<file path="src/rtl/fetch_sequencer.sv">
// Fetch-stage controller: packs UART bytes big-endian into imem words, then
// runs or single-steps the fetch stage until the HALT instruction is fetched.
module fetch_sequencer #(
  parameter logic [31:0] HALT_WORD = 32'hFFFF_FFFF,
  parameter int unsigned MEM_WORDS = 256,
  parameter int unsigned ADDR_W    = 32
) (
  input  logic              clk,
  input  logic              reset,
  input  logic              rx_valid,
  input  logic [7:0]        rx_data,
  input  logic [31:0]       fetched_instr,
  output logic              start,
  output logic [ADDR_W-1:0] wr_addr,
  output logic [31:0]       wr_data,
  output logic              pc_enable,
  output logic              cpu_reset,
  output logic              halted,
  output logic              overflow,
  output logic [ADDR_W-1:0] words_loaded
);

  localparam logic [7:0] CMD_LOAD = 8'h4C;
  localparam logic [7:0] CMD_RUN  = 8'h52;
  localparam logic [7:0] CMD_STEP = 8'h53;
  localparam logic [7:0] CMD_NEXT = 8'h4E;

  typedef enum logic [2:0] {
    S_IDLE, S_LOAD, S_WRITE, S_RUN_INIT, S_RUN, S_STEP_INIT, S_STEP, S_DONE
  } state_t;

  state_t            state, state_n;
  logic [23:0]       shift, shift_n;
  logic [1:0]        byte_cnt, byte_cnt_n;
  logic [ADDR_W-1:0] wr_addr_n, words_n;
  logic [31:0]       wr_data_n;
  logic              start_n, pc_enable_n, cpu_reset_n, halted_n, overflow_n;
  logic              cmd_load, step_pulse;

  // State register and registered outputs
  always_ff @(posedge clk) begin
    if (reset) begin
      state        <= S_IDLE;
      shift        <= '0;
      byte_cnt     <= '0;
      wr_addr      <= '0;
      wr_data      <= '0;
      words_loaded <= '0;
      start        <= 1'b1;
      pc_enable    <= 1'b0;
      cpu_reset    <= 1'b0;
      halted       <= 1'b0;
      overflow     <= 1'b0;
    end else begin
      state        <= state_n;
      shift        <= shift_n;
      byte_cnt     <= byte_cnt_n;
      wr_addr      <= wr_addr_n;
      wr_data      <= wr_data_n;
      words_loaded <= words_n;
      start        <= start_n;
      pc_enable    <= pc_enable_n;
      cpu_reset    <= cpu_reset_n;
      halted       <= halted_n;
      overflow     <= overflow_n;
    end
  end

  // Next state; outputs are derived from the state being entered
  always_comb begin
    state_n     = state;
    shift_n     = shift;
    byte_cnt_n  = byte_cnt;
    wr_addr_n   = wr_addr;
    wr_data_n   = wr_data;
    words_n     = words_loaded;
    halted_n    = halted;
    overflow_n  = overflow;
    start_n     = 1'b1;
    pc_enable_n = 1'b0;
    cpu_reset_n = 1'b0;
    cmd_load    = 1'b0;
    step_pulse  = 1'b0;

    unique case (state)
      S_IDLE, S_DONE: begin
        if (rx_valid) begin
          case (rx_data)
            CMD_LOAD: cmd_load = 1'b1;
            CMD_RUN:  state_n = S_RUN_INIT;
            CMD_STEP: state_n = S_STEP_INIT;
            default:  ;
          endcase
        end
      end
      S_LOAD: begin
        if (rx_valid) begin
          if (byte_cnt == 2'd3) begin
            byte_cnt_n = '0;
            if (words_loaded == ADDR_W'(MEM_WORDS)) begin
              overflow_n = 1'b1;
              state_n    = S_IDLE;
            end else begin
              wr_data_n = {shift, rx_data};
              start_n   = 1'b0;
              state_n   = S_WRITE;
            end
          end else begin
            shift_n    = {shift[15:0], rx_data};
            byte_cnt_n = byte_cnt + 2'd1;
          end
        end
      end
      S_WRITE: begin
        wr_addr_n  = wr_addr + ADDR_W'(4);
        words_n    = words_loaded + ADDR_W'(1);
        byte_cnt_n = '0;
        if (wr_data == HALT_WORD) begin
          state_n = S_IDLE;
        end else begin
          state_n = S_LOAD;
          // A byte arriving during the write cycle starts the next word
          if (rx_valid) begin
            shift_n    = {shift[15:0], rx_data};
            byte_cnt_n = 2'd1;
          end
        end
      end
      S_RUN_INIT:  state_n = S_RUN;
      S_STEP_INIT: state_n = S_STEP;
      S_RUN: begin
        if (fetched_instr == HALT_WORD) begin
          halted_n = 1'b1;
          state_n  = S_DONE;
        end
      end
      S_STEP: begin
        if (fetched_instr == HALT_WORD) begin
          halted_n = 1'b1;
          state_n  = S_DONE;
        end else if (rx_valid) begin
          case (rx_data)
            CMD_NEXT: step_pulse = 1'b1;
            CMD_RUN:  state_n = S_RUN;
            CMD_STEP: state_n = S_STEP_INIT;
            CMD_LOAD: cmd_load = 1'b1;
            default:  ;
          endcase
        end
      end
      default: state_n = S_IDLE;
    endcase

    if (cmd_load) begin
      state_n    = S_LOAD;
      wr_addr_n  = '0;
      words_n    = '0;
      byte_cnt_n = '0;
      overflow_n = 1'b0;
      halted_n   = 1'b0;
    end

    // PC reset always travels with pc_enable
    if (state_n == S_RUN_INIT || state_n == S_STEP_INIT) begin
      pc_enable_n = 1'b1;
      cpu_reset_n = 1'b1;
      halted_n    = 1'b0;
    end else if (state_n == S_RUN || step_pulse) begin
      pc_enable_n = 1'b1;
    end
  end

endmodule

</file>
<file path="config.mk">
export PLATFORM = sky130hd
export DESIGN_NAME = fetch_sequencer
export DESIGN_NICKNAME = d
export VERILOG_FILES = /design/src/rtl/fetch_sequencer.sv
export SDC_FILE = /design/constraint.sdc
export NUM_CORES = 1
export LEC_CHECK = 0
export CAP_MARGIN = 20
export CORE_MARGIN = 3
export CORE_UTILIZATION = 52
export DETAILED_ROUTE_END_ITERATION = 16
export GPL_ROUTABILITY_DRIVEN = 0
export PLACE_DENSITY = 0.89
export SETUP_SLACK_MARGIN = 0.02
export SLEW_MARGIN = 15
export SYNTH_ARGS = -nofsm -noshare
export SYNTH_HDL_FRONTEND = slang
export SYNTH_SLANG_ARGS = --single-unit
</file>
<file path="constraint.sdc">
create_clock -name clk -period 4.4 [get_ports clk]
set_input_delay 0.66 -clock clk [delete_from_list [all_inputs] [get_ports clk]]
set_output_delay 0.66 -clock clk [all_outputs]
set_load 0.005 [all_outputs]
</file>
==> results of run 1 <==
registers in the layout (all words and copies together) (netlist names):
signal and count:
shift 24, halted 1, pc_enable 1, byte_cnt 2, wr_data 32, overflow 1, wr_addr 30, cpu_reset 1
state 3, start 1, words_loaded 32
logic make-up after synthesis:
group           share of synthesized area, %
buf+inv                                 3.53
flops                                   46.7
mux                                     10.6
fa+ha+maj                              0.912
xor+xnor                                8.94
other cells                           0.0683
compound gates                          4.56
simple gates                            24.7
per-stage QoR:
stage                     area (µm²)  hold WS (ns)
final                           7530         0.500
after global routing            7530         0.536
after CTS                       7530         0.504
after detailed placement        6960         0.485
after global placement          6960         0.461
after floorplan                 5490         0.454
cell type report:
cell class	count	area, µm²	share of cell area (%)
multi-input cells	435	2750	36.5
flip-flops and latches	128	2560	34.0
repair buffers	145	1440	19.1
clock buffers	17	414	5.50
well taps	133	166	2.21
clock inverters	15	159	2.11
inverters	12	45.0	0.598
layout by cell type (no fill, tap or decap), types with 6 or more instances in the layout:
cell type	netlist	final
nand4_1	32	32
xnor2_1	22	22
clkdlybuf4s50_1	0	140
inv_8	0	6
clkbuf_16	0	16
and3_1	10	10
nor2_1	129	129
nand3_1	25	25
mux2i_1	57	57
a21oi_1	14	14
nor4_1	14	14
inv_1	12	12
xor2_1	34	34
dfxtp_1	128	128
nor3_1	9	9
nand2_1	30	30
per-layer routing:
layer,wire [µm],vias to the layer above
li1,-,2364
met4,145,0
met5,0,-
met1,5780,2340
met3,892,16
met2,7090,159
worst paths after layout:
kind | start | end | slack [ns] | cells after the start
max reg2reg | state[1] | words_loaded[27] | 1.79 | 7
max | fetched_instr[13] | wr_addr[3] | 1.77 | 9
min | shift[20] | shift[20] | 0.50 | 2
min reg2reg | shift[20] | shift[20] | 0.50 | 2
power by group:
group	switching [mW]	internal (mW)	total, mW	leakage (nW)
clock network	0.609	0.733	1.34	0.277
logic	0.187	0.185	0.372	1.73
registers	0.0669	1.20	1.27	1.03
worst max-delay path, cell delays in order:
cell and delay, ns:
clkdlybuf4s50_1 0.47, nand4_1 0.10, nor4_1 0.36, nand2_1 0.17, o21a_1 0.20, o21ai_1 0.18
nand2b_2 0.33, buf_4 0.41, a21oi_1 0.19
==> summary.txt, run 1 <==
Outcome
  • Outcome: complete, no violations

Cells and area
  • Area Overhead vs Synth: 37.3%
  • Share of layout cells above drive strength 1: 6.52%
  • ANT cells: 0
  • Final nets: 786
  • Post-Route Utilization: 75.3%
  • Fillers: 711
  • Finished Layout Cells: around 890

Yosys
  • Post-synth top cells: 129 x nor2_1, 128 x dfxtp_1, 57 x mux2i_1
  • Asr flop ratio synth: 0%
  • Synth Register Bits: 128
  • Synth Instances: 607
  • Synth area leaders: dfxtp_1 47%, mux2i_1 10%, nor2_1 8.8%, xor2_1 5.4%, nand4_1 3.6%
  • Register area share after synthesis: between 40% and 50%
  • Synth Area per Inst: 9.04 µm²
  • Netlist cell types: just under 50
  • Cell taking the most area after synthesis: dfxtp_1
  • Most common cell in the netlist: nor2_1
  • Synthesized cell area: 5490 µm²
  • Top FF cell, synth: dfxtp_1
  • EDFF count, synth: 0
  • Syn. warnings: 0
  • Synth top area share: approximately 47%

Timing
  • RSZ-0062 raised after global routing: false
  • Slew HR: 55.0%
  • Max Clock Freq: 0.380 GHz
  • # setup viols final: 0
  • Fin crit share: 59.9%
  • Final hold vios: 0
  • Slew Viols, Final: 0
  • Clock skew: 0.0125 ns
  • Post-route setup slack: 1.77 ns
  • Sum Neg Setup Slack: 0 ns
  • Post-route minimum period: 2.63 ns
  • Worst-Margin Slew: approximately 0.67 ns

Pwr
  • Worst VDD drop: 0.216 mV
  • Tot Pwr: 2.98 mW
  • LEAKAGE: between 3 and 4 nW
  • PwrDens: a little under 400 nW/µm²

Critical path
  • Crit. End Element: flip-flop
  • Startpoint types: input pin
  • Critical Path RT: 4.83 ns
  • Data arrival, critical path: 3.07 ns
  • Setup CP Type: input pin to flip-flop
  • Worst-path fanout max: 46

Floorplanning
  • Die area: around 12000 µm²
  • Initial core utilization: 54.9%
  • Io pins: ~140
  • Die height: 109 µm
  • Die Wd: 109 µm
  • Core box area: between 9000 and 10000 µm²
  • Row cnt: 36

Global routing
  • Antenna violations before repair: 0
  • Pin count of the biggest net entering global routing: 60
  • GR Layer Usage met3: 6.34%
  • Vias in the first global route: 4801
  • Met2 GRT Util: a little over two fifths
  • Gr ovfl total: 0
  • Most Crowded Layer GR: met2
  • First-pass GRT wire length: 22600 µm
  • Met1 Resource Use GR: 28.4%
  • Global Route Usage Sum: 23.9%

Clocking
  • Longest Clk Path Bufs: 2
  • Clk sink count: 128
  • Clk pin slew, worst setup/hold paths: 0.07 ns
  • CTS tree: done
  • Clk_lat worst skew: ~0.52 ns
  • H-tree level count: 4
  • Root buf cell: clkbuf_8
  • Post_cts resized: 0
  • CTS Hold Bufs: 0
  • Setup Buffers After CTS: 0
  • Inserted Clock Buffers: 17

Placement
  • Input/output buffers: around 140
  • Dpl hpwl: slightly below 10000 µm
  • Placed cells: 853
  • DP Worst Slack: about 1.2 ns

Routing
  • Residual DRC: 0
  • Antenna Violating Nets Remaining: 0
  • Drt via density: between 5 and 6
  • Router iterations before antenna repair: 6
  • DR vias: slightly below 5000
  • Iteration-0 DRC Markers: approximately 270
  • Final WL: approximately 14000 µm
  • WL/cell: roughly 16 µm

Flow run
  • Max-cap viol count: 0

Min path
  • Worst min-delay path class: flip-flop to flip-flop
Note: power is estimated with default switching activity, not from simulation.
==> inputs of run 2 (changes only) <==
- CORE_UTILIZATION: 52 -> 49
- PLACE_DENSITY: 0.89 -> 0.84
- clock period: 4.4 -> 2.5 ns (I/O delays scaled with it)
==> summary.txt, run 2 (synthesis results as in run 1) <==
Cells and area
  • Commonest non-fill, non-tap cell in the layout: clkdlybuf4s50_1 (unchanged)
  • Area occupied by multi-input gates: 2750 µm² (unchanged)
  • Share of layout cells above drive strength 1: 8.70% (was 6.52%)
  • ANT cells: 0 (unchanged)
  • Sequential cell area: 2560 µm² (unchanged)
  • Fillers: 810 (was 711)
  • Final nets: 805 (was 786)
  • Design area: 7750 µm² (was 7530 µm²)
  • Biggest regs: words_loaded: 32 flops, wr_data: 32 flops, wr_addr: 30 flops (unchanged)
  • Post-Route Utilization: 71.2% (was 75.3%)
  • Most frequent cells in the layout: 140 x clkdlybuf4s50_1, 129 x nor2_1, 128 x dfxtp_1 (unchanged)
  • Area Overhead vs Synth: 41.3% (was 37.3%)

Critical path
  • Reg2reg path depth: 10 (was 7)
  • Worst path max stage delay: 0.41 ns (was 0.47 ns)
  • CP Launch Point: words_loaded[0] (was fetched_instr[13])
  • Worst-path fanout max: 5 (was 46)
  • CP max-delay cell: dfxtp_1 (was clkdlybuf4s50_1)
  • Data arrival, critical path: 2.79 ns (was 3.07 ns)
  • Critical Path RT: 2.94 ns (was 4.83 ns)
  • Setup CP Type: flip-flop to flip-flop (was input pin to flip-flop)
  • Reg2reg end: halted (was words_loaded[27])
  • Crit. End Element: flip-flop (unchanged)
  • Startpoint types: flip-flop (was input pin)
  • Critical path endpoint: halted (was wr_addr[3])
  • Cell Chain, Critical Path: inv_1 > ha_1 > nor4b_1 > nand4_1 > nor2_1 > o31ai_1 > o22ai_2 > buf_4 > xor2_1 > a211oi_1 (was clkdlybuf4s50_1 > nand4_1 > nor4_1 > nand2_1 > o21a_1 > o21ai_1 > nand2b_2 > buf_4 > a21oi_1)
  • Critical R2R Launch: words_loaded[0] (was state[1])
  • R2r setup slk: 0.15 ns (was 1.79 ns)

Timing
  • Slew HR: 51.1% (was 55.0%)
  • RSZ-0062 raised after global routing: false (unchanged)
  • Worst-Margin Slew: 0.733 ns (was 0.674 ns)
  • Slew Viols, Final: 0 (unchanged)
  • Final hold vios: 0 (unchanged)
  • Fin crit share: 94.1%
  • # setup viols final: 0 (unchanged)
  • Final hold slack: 0.288 ns (was 0.500 ns)
  • Clock skew: 0.0106 ns (was 0.0125 ns)
  • Max Clock Freq: ~0.43 GHz
  • Post-route minimum period: 2.35 ns
  • Post-route setup slack: 0.148 ns (was 1.77 ns)

Floorplanning
  • Row cnt: 38 (was 36)
  • Die area: 12500 µm² (was 11800 µm²)
  • Core box area: 10900 µm² (was 10000 µm²)
  • Initial core utilization: 50.4% (was 54.9%)
  • Io pins: 144 (unchanged)
  • Die Wd: 112 µm (was 109 µm)
  • Die height: 112 µm (was 109 µm)

Routing
  • Drt via density: 5.44 (was 5.51)
  • Final WL: 14600 µm (was 13900 µm)
  • Iteration-0 DRC Markers: 387 (was 266)
  • Antenna Violating Nets Remaining: 0 (unchanged)
  • Router iterations before antenna repair: 5 (was 6)
  • Residual DRC: 0 (unchanged)
  • WL/cell: 16.0 µm (was 15.7 µm)
  • DR vias: 4952 (was 4879)

Flow run
  • Max-cap viol count: 0 (unchanged)

Global routing
  • Pin count of the biggest net entering global routing: 66 (was 60)
  • First-pass GRT wire length: 23700 µm (was 22600 µm)
  • Vias in the first global route: 4937 (was 4801)
  • Gr ovfl total: 0 (unchanged)
  • Global Route Usage Sum: 23.0% (was 23.9%)
  • Antenna violations before repair: 0 (unchanged)

Placement
  • Area after DPL: 7130 µm² (was 6960 µm²)
  • Dpl hpwl: 10300 µm (was 9840 µm)
  • Input/output buffers: 141 (unchanged)
  • DP Worst Slack: -0.235 ns (was 1.23 ns)

Clocking
  • Setup Buffers After CTS: 0 (unchanged)
  • CTS Hold Bufs: 0 (unchanged)
  • Longest Clk Path Bufs: 2 (unchanged)
  • CTS tree: done (unchanged)
  • Clk sink count: 128 (unchanged)
  • Root buf cell: clkbuf_8 (unchanged)
  • Post_cts resized: 0 (unchanged)
  • Inserted Clock Buffers: 17 (unchanged)
  • H-tree level count: 4 (unchanged)
  • Clk_lat worst skew: 0.53 ns (was 0.52 ns)
  • Clk pin slew, worst setup/hold paths: 0.06 ns (was 0.07 ns)

Outcome
  • Outcome: complete, no violations (unchanged)

Min path
  • Worst min-delay path class: input pin to flip-flop (was flip-flop to flip-flop)

Pwr
  • LEAKAGE: 3.15 nW (was 3.04 nW)
  • Worst VDD drop: 0.717 mV (was 0.216 mV)
  • Tot Pwr: 5.52 mW (was 2.98 mW)
  • PwrDens: 713 nW/µm² (was 396 nW/µm²)
-- run 2: layout make-up --
cell class | count | area share, %
Clock inverter | 13 | 2.44
Timing Repair Buffer | 164 | 20.7
Multi-Input combinational cell | 435 | 35.4
Inverter | 12 | 0.581
Tap cell | 140 | 2.26
Clock buffer | 18 | 5.52
Sequential cell | 128 | 33.1
-- run 2: power breakdown --
| part | leakage, nW | internal, mW | switching (mW) | total [mW] |
|---|---|---|---|---|
| clock | 0.285 | 1.64 | 0.924 | 2.56 |
| sequential | 1.03 | 2.11 | 0.0996 | 2.21 |
| combinational | 1.84 | 0.378 | 0.369 | 0.747 |
-- run 2: layer usage --
metal / wire length (µm) / share of wire (%) / global-route usage, %
met1: 6120 / 42 / 27.4
met2: 7510 / 52 / 39.9
met3: 817 / 5.6 / 7.23
met4: 131 / 0.90 / 6.73
met5: 0 / 0 / 0
-- run 2: critical path, delay by kind of cell (launching register included) --
family / cells / cell delay [ns]
and+or+nand+nor: 3 / 0.43
adders and majority gates: 1 / 0.20
buffers and inverters: 2 / 0.25
DFF: 1 / 0.41
AOI/OAI and AO/OA: 3 / 0.80
xor gates and xnor gates: 1 / 0.17
-- run 2: worst min path at each step --
stage / start / end / slack [ns] / cells after the start
finish: reset / wr_data[7] / 0.29 / 2
floorplan: byte_cnt[0] / byte_cnt[0] / 0.45 / 2
detailed placement: shift[19] / wr_data[27] / 0.49 / 2
global route: reset / shift[16] / 0.29 / 2
CTS: reset / wr_data[22] / 0.27 / 2
global placement: byte_cnt[0] / byte_cnt[0] / 0.46 / 2
-- run 2: through the flow --
stage,instances,setup TNS [ns]
after floorplan,608,0
after CTS,910,0
after global routing,910,0
after global placement,879,-0.224
final,910,0
after detailed placement,879,-0.664
==> inputs of run 3 (changes only) <==
- CORE_ASPECT_RATIO: not set -> 1.2
- MAX_ROUTING_LAYER: not set -> met4
- clock period: 2.5 -> 2.4 ns (I/O delays scaled with it)
==> summary.txt, run 3 (synthesis results as in run 1) <==
Critical path
  • Data arrival, critical path: 2.62 ns (was 2.79 ns)
  • Reg2reg end: halted (unchanged)
  • R2r setup slk: 0.21 ns (was 0.15 ns)
  • Reg2reg path depth: 10 (unchanged)
  • CP max-delay cell: or4_4 (was dfxtp_1)
  • Crit. End Element: flip-flop (unchanged)
  • Startpoint types: input pin (was flip-flop)
  • Critical Path RT: 2.73 ns (was 2.94 ns)
  • Worst path max stage delay: 0.55 ns (was 0.41 ns)
  • Critical R2R Launch: words_loaded[1] (was words_loaded[0])
  • Cell Chain, Critical Path: clkdlybuf4s50_1 > nand4bb_1 > or4_4 > a21oi_2 > a21boi_1 > o22ai_2 > buf_4 > xor2_2 > nor3b_2 (was inv_1 > ha_1 > nor4b_1 > nand4_1 > nor2_1 > o31ai_1 > o22ai_2 > buf_4 > xor2_1 > a211oi_1)
  • Setup CP Type: input pin to flip-flop (was flip-flop to flip-flop)
  • Worst-path fanout max: 5 (unchanged)

Min path
  • Worst min-delay path class: input pin to flip-flop (unchanged)
  • Min-Delay Endpoint: shift[2] (was wr_data[7])
  • Min-delay src: reset (unchanged)
  • Hold depth: 2 (unchanged)

Outcome
  • Outcome: complete, no violations (unchanged)

Clocking
  • Inserted Clock Buffers: 17 (unchanged)
  • Clk_lat worst skew: 0.41 ns (was 0.53 ns)
  • Root buf cell: clkbuf_16 (was clkbuf_8)
  • H-tree level count: 4 (unchanged)
  • Clk pin slew, worst setup/hold paths: 0.06 ns (about the same)
  • Longest Clk Path Bufs: 2 (unchanged)
  • Clk sink count: 128 (unchanged)
  • CTS tree: done (unchanged)

Floorplanning
  • Io pins: 144 (unchanged)
  • Row cnt: 41 (was 38)
  • Initial core utilization: 51.2% (was 50.4%)
  • Core box area: 10700 µm² (was 10900 µm²)
  • Die Wd: 103 µm (was 112 µm)
  • Die area: 12500 µm² (about the same)
  • Die height: 122 µm (was 112 µm)

Timing
  • Post-route minimum period: 2.29 ns
  • RSZ-0062 raised after global routing: false (unchanged)
  • Final hold vios: 0 (unchanged)
  • Worst-Margin Slew: 0.499 ns (was 0.733 ns)
  • Clock skew: 0.0129 ns (was 0.0106 ns)
  • # setup viols final: 0 (unchanged)
  • Final hold slack: 0.331 ns (was 0.288 ns)
  • Fin crit share: 95.3%
  • Max Clock Freq: 0.437 GHz
  • Slew HR: 66.5% (was 51.1%)
  • Slew Viols, Final: 0 (unchanged)

Global routing
  • First-pass GRT wire length: 23800 µm (was 23700 µm)
  • GR Layer Usage met3: 5.27% (was 7.23%)
  • Pin count of the biggest net entering global routing: 64 (was 66)
  • Gr ovfl total: 0 (unchanged)
  • Antenna violations before repair: 0 (unchanged)
  • Most Crowded Layer GR: met2 (unchanged)
  • Met2 GRT Util: 42.1% (was 39.9%)
  • Global Route Usage Sum: 24.7% (was 23.0%)
  • Vias in the first global route: 5034 (was 4937)
  • Met1 Resource Use GR: 27.8% (was 27.4%)

Cells and area
  • Biggest regs: words_loaded: 32 flops, wr_data: 32 flops, wr_addr: 30 flops (unchanged)
  • Commonest non-fill, non-tap cell in the layout: clkdlybuf4s50_1 (unchanged)
  • ANT cells: 0 (unchanged)
  • Finished Layout Cells: 907 (was 910)
  • Post-Route Utilization: 72.9% (was 71.2%)
  • Area Overhead vs Synth: 42.4% (was 41.3%)
  • Most frequent cells in the layout: 140 x clkdlybuf4s50_1, 128 x nor2_1, 128 x dfxtp_1 (was 140 x clkdlybuf4s50_1, 129 x nor2_1, 128 x dfxtp_1)
  • Final nets: 812 (was 805)
  • Share of layout cells above drive strength 1: 10.2% (was 8.70%)

Placement
  • Input/output buffers: 141 (unchanged)
  • Dpl hpwl: 10700 µm (was 10300 µm)
  • Placed cells: 872 (was 879)

Routing
  • Router iterations before antenna repair: 4 (was 5)
  • Final WL: 14500 µm (was 14600 µm)
  • Antenna Violating Nets Remaining: 0 (unchanged)
  • DR vias: 4932 (was 4952)
  • Residual DRC: 0 (unchanged)
  • WL/cell: 16.0 µm (about the same)
  • Iteration-0 DRC Markers: 204 (was 387)
  • Drt via density: 5.44 (about the same)

Pwr
  • LEAKAGE: 3.21 nW (was 3.15 nW)
  • Worst VDD drop: 0.557 mV (was 0.717 mV)
  • Internal cell power: 4.17 mW (was 4.13 mW)
  • Clock Power Share: 44.6% (was 46.4%)
  • Net Sw Frac: 26.1% (was 25.2%)
  • PwrDens: 723 nW/µm² (was 713 nW/µm²)
  • Net switching power: 1.48 mW (was 1.39 mW)
  • Reg power frac: 40.4% (was 40.1%)
  • Tot Pwr: 5.65 mW (was 5.52 mW)
  • Combinational power share: 14.9% (was 13.5%)

Flow run
  • Max-cap viol count: 0 (unchanged)
[run 3: repair_timing]
item	4_1_cts	5_1_grt
setup buffers	3	0
hold buffers	0	0
endpoints found under the setup margin	8	5
pin swaps	2	0
resized for setup	0	6
[run 3: how the worst max path moves through the flow]
| stage | startpoint | to | slack, ns | cells past startpoint |
|---|---|---|---|---|
| after global routing | rx_data[7] | cpu_reset | 0.06 | 9 |
| after floorplan | rx_data[7] | pc_enable | 0.29 | 8 |
| final | rx_data[7] | cpu_reset | 0.11 | 9 |
| after global placement | rx_data[7] | pc_enable | -0.15 | 8 |
| after CTS | rx_data[7] | cpu_reset | 0.04 | 9 |
| after detailed placement | rx_data[7] | cpu_reset | -0.33 | 9 |
[run 3: cell type report]
type | instances | area (µm²)
multi-input cells | 435 | 2770
clock buffers | 18 | 429
flip-flops and latches | 128 | 2560
well taps | 129 | 161
fillers | 771 | 2910
repair buffers | 171 | 1690
inverters | 12 | 45.0
clock inverters | 14 | 158
[run 3: worst max-delay path: cells and delay by family]
kind,cells,cell delay (ns)
buffers and inverters,2,0.59
xor gates and xnor gates,1,0.15
AOI/OAI and AO/OA,3,0.53
and+or+nand+nor,3,0.98
[run 3: metal layers]
layer  part of all wire, %  vias to the layer above  routed length (µm)
met2                    53                      143                7690
met3                   4.6                       25                 670
met4                   2.3                        0                 340
met1                    40                     2366                5790
met5                     0                        -                   0
li1                      -                     2398                   -
[run 3: power groups by stage]
stage / clock network (mW) / logic [mW] / registers, mW
after floorplan: 0 / 0.503 / 2.30
after global placement: 0 / 0.766 / 2.32
after detailed placement: 0 / 0.798 / 2.33
after CTS: 2.56 / 0.813 / 2.28
after global routing: 2.66 / 0.908 / 2.29
final: 2.52 / 0.844 / 2.28
[run 3: through the flow]
stage          setup slack, ns  instance area, µm²  setup TNS (ns)
6_report                 0.113                7810               0
5_1_grt                 0.0552                7810               0
4_1_cts                 0.0350                7780               0
3_5_place_dp            -0.329                7160           -1.64
3_3_place_gp            -0.148                7160          -0.376
2_1_floorplan            0.287                5490               0
==> RTL change: new RTL, flow settings as in run 1 <==
Encoding of `state_t`: now Gray code (3 bits for 8 states).
--- a/src/rtl/fetch_sequencer.sv
+++ b/src/rtl/fetch_sequencer.sv
@@ -27,5 +27,5 @@
 
   typedef enum logic [2:0] {
-    S_IDLE, S_LOAD, S_WRITE, S_RUN_INIT, S_RUN, S_STEP_INIT, S_STEP, S_DONE
+    S_IDLE = 3'b000, S_LOAD = 3'b001, S_WRITE = 3'b011, S_RUN_INIT = 3'b010, S_RUN = 3'b110, S_STEP_INIT = 3'b111, S_STEP = 3'b101, S_DONE = 3'b100
   } state_t;
 
Check against the original RTL: no difference found for any inputs over 4 cycles, from zero or initial values and one cycle with reset high; so few cycles prove little.
==> RTL change against run 1 <==
Routed wire length is 5.7% higher; cell area is 0.65% higher; non-clock buffer count stayed put; sequential cell count stayed put; critical path depth is 3 lower; cell count is 1.5% lower; worst setup slack worse by 0.29 ns; area after synthesis is 0.11% lower; synthesized cell count is 3.3% lower; utilization is 0.49 points higher; count of clock-buffer cells in the layout stayed put.
Power is not compared: it rests on default switching activity, and its combinational part moved more than twofold at a synthesized area within 25%.
==> RTL change: results (changes against run 1) <==
layout cell share with drive strength beyond 1=7.44% (+0.93 points); met3 GRT Util=6.75% (+0.41 points); met1 wire length=5970 microns (+3.2%); Placed Area=6970 sq um (+0.13%); hold path startpoint=shift[23]$_SDFFE_PP0P_; FF-to-FF path depth=6 (-1); sequential element share of the synthesized area=46.8% (+0.053 points); vias in the first global route=4797 (-0.083%); first-pass GRT wire length=23700 microns (+5.1%); WL/cell=16.9 microns (+7.3%); fin nets=773 (-1.7%); dpl hpwl=10000 microns (+2.0%); GRT Total Usage=25.7% (+1.8 points); Synth area leaders=dfxtp_1 47%, mux2i_1 11%, nor2_1 9.4%; R2R Path End=words_loaded[29]$_SDFFE_PP0P_; slowest CP cell=dfxtp_1; M2 GR Usage=45.2% (+3.0 points); Critical Path AT=3.32 ns (+0.25 ns); outcome=finished, final reports clean; clk_skew=0.00945 ns (-0.00303 ns); setup slack, reg-to-reg=1.47 ns (-0.32 ns); Initial DRC Count=363 (+36%); relative slew slack=54.0% (-1.0 points); Crit Path Max Fanout=18 (-61%); Distinct cells, synth=50 (+2.0%); top cells by count, synth=137 x nor2_1, 128 x dfxtp_1, 58 x mux2i_1; WL met2=7530 microns (+6.3%); critical path class=reg -> reg
RTL change: stage by stage:
stage	hold WS, ns	utilization, %	setup slack, ns	instances
3_3_place_gp	0.449	69.7	1.47	840
5_1_grt	0.553	75.8	1.14	872
4_1_cts	0.509	75.8	1.50	872
3_5_place_dp	0.489	69.7	1.34	840
2_1_floorplan	0.461	-	2.29	588
6_report	0.504	75.8	1.47	872
RTL change: logic make-up after synthesis:
| group | count (synthesis) | share of synthesized area, % |
|---|---|---|
| AOI/OAI and AO/OA | 24 | 3.56 |
| xor gates and xnor gates | 61 | 9.75 |
| adders and majority gates | 4 | 0.913 |
| buffers and inverters | 33 | 3.04 |
| DFF | 128 | 46.8 |
| muxes | 58 | 10.6 |
| other | 1 | 0.0684 |
| and+or+nand+nor | 278 | 25.3 |
RTL change: tightest hold or removal path: stages, from the launching register on:
cell and delay [ns]:
dfxtp_1 0.33, mux2i_1 0.07, nor2_1 0.07
RTL change: area by class of cell:
cell class | instances | area (sq um) | area share (%)
Clock buffer | 17 | 414 | 5.46
Clock inverter | 15 | 199 | 2.62
Inverter | 7 | 26.3 | 0.347
Multi-Input combinational cell | 427 | 2780 | 36.6
Sequential cell | 128 | 2560 | 33.8
Tap cell | 133 | 166 | 2.20
Timing Repair Buffer | 145 | 1440 | 19.0
RTL change: worst max path at each step:
stage          cells after the start                       endpoint
2_1_floorplan                      8       wr_data[26]$_SDFFE_PP0P_
3_3_place_gp                       8            state[2]$_SDFF_PP0_
3_5_place_dp                       8       byte_cnt[1]$_SDFFE_PP0P_
4_1_cts                            6  words_loaded[29]$_SDFFE_PP0P_
5_1_grt                            6  words_loaded[29]$_SDFFE_PP0P_
6_report                           6  words_loaded[29]$_SDFFE_PP0P_
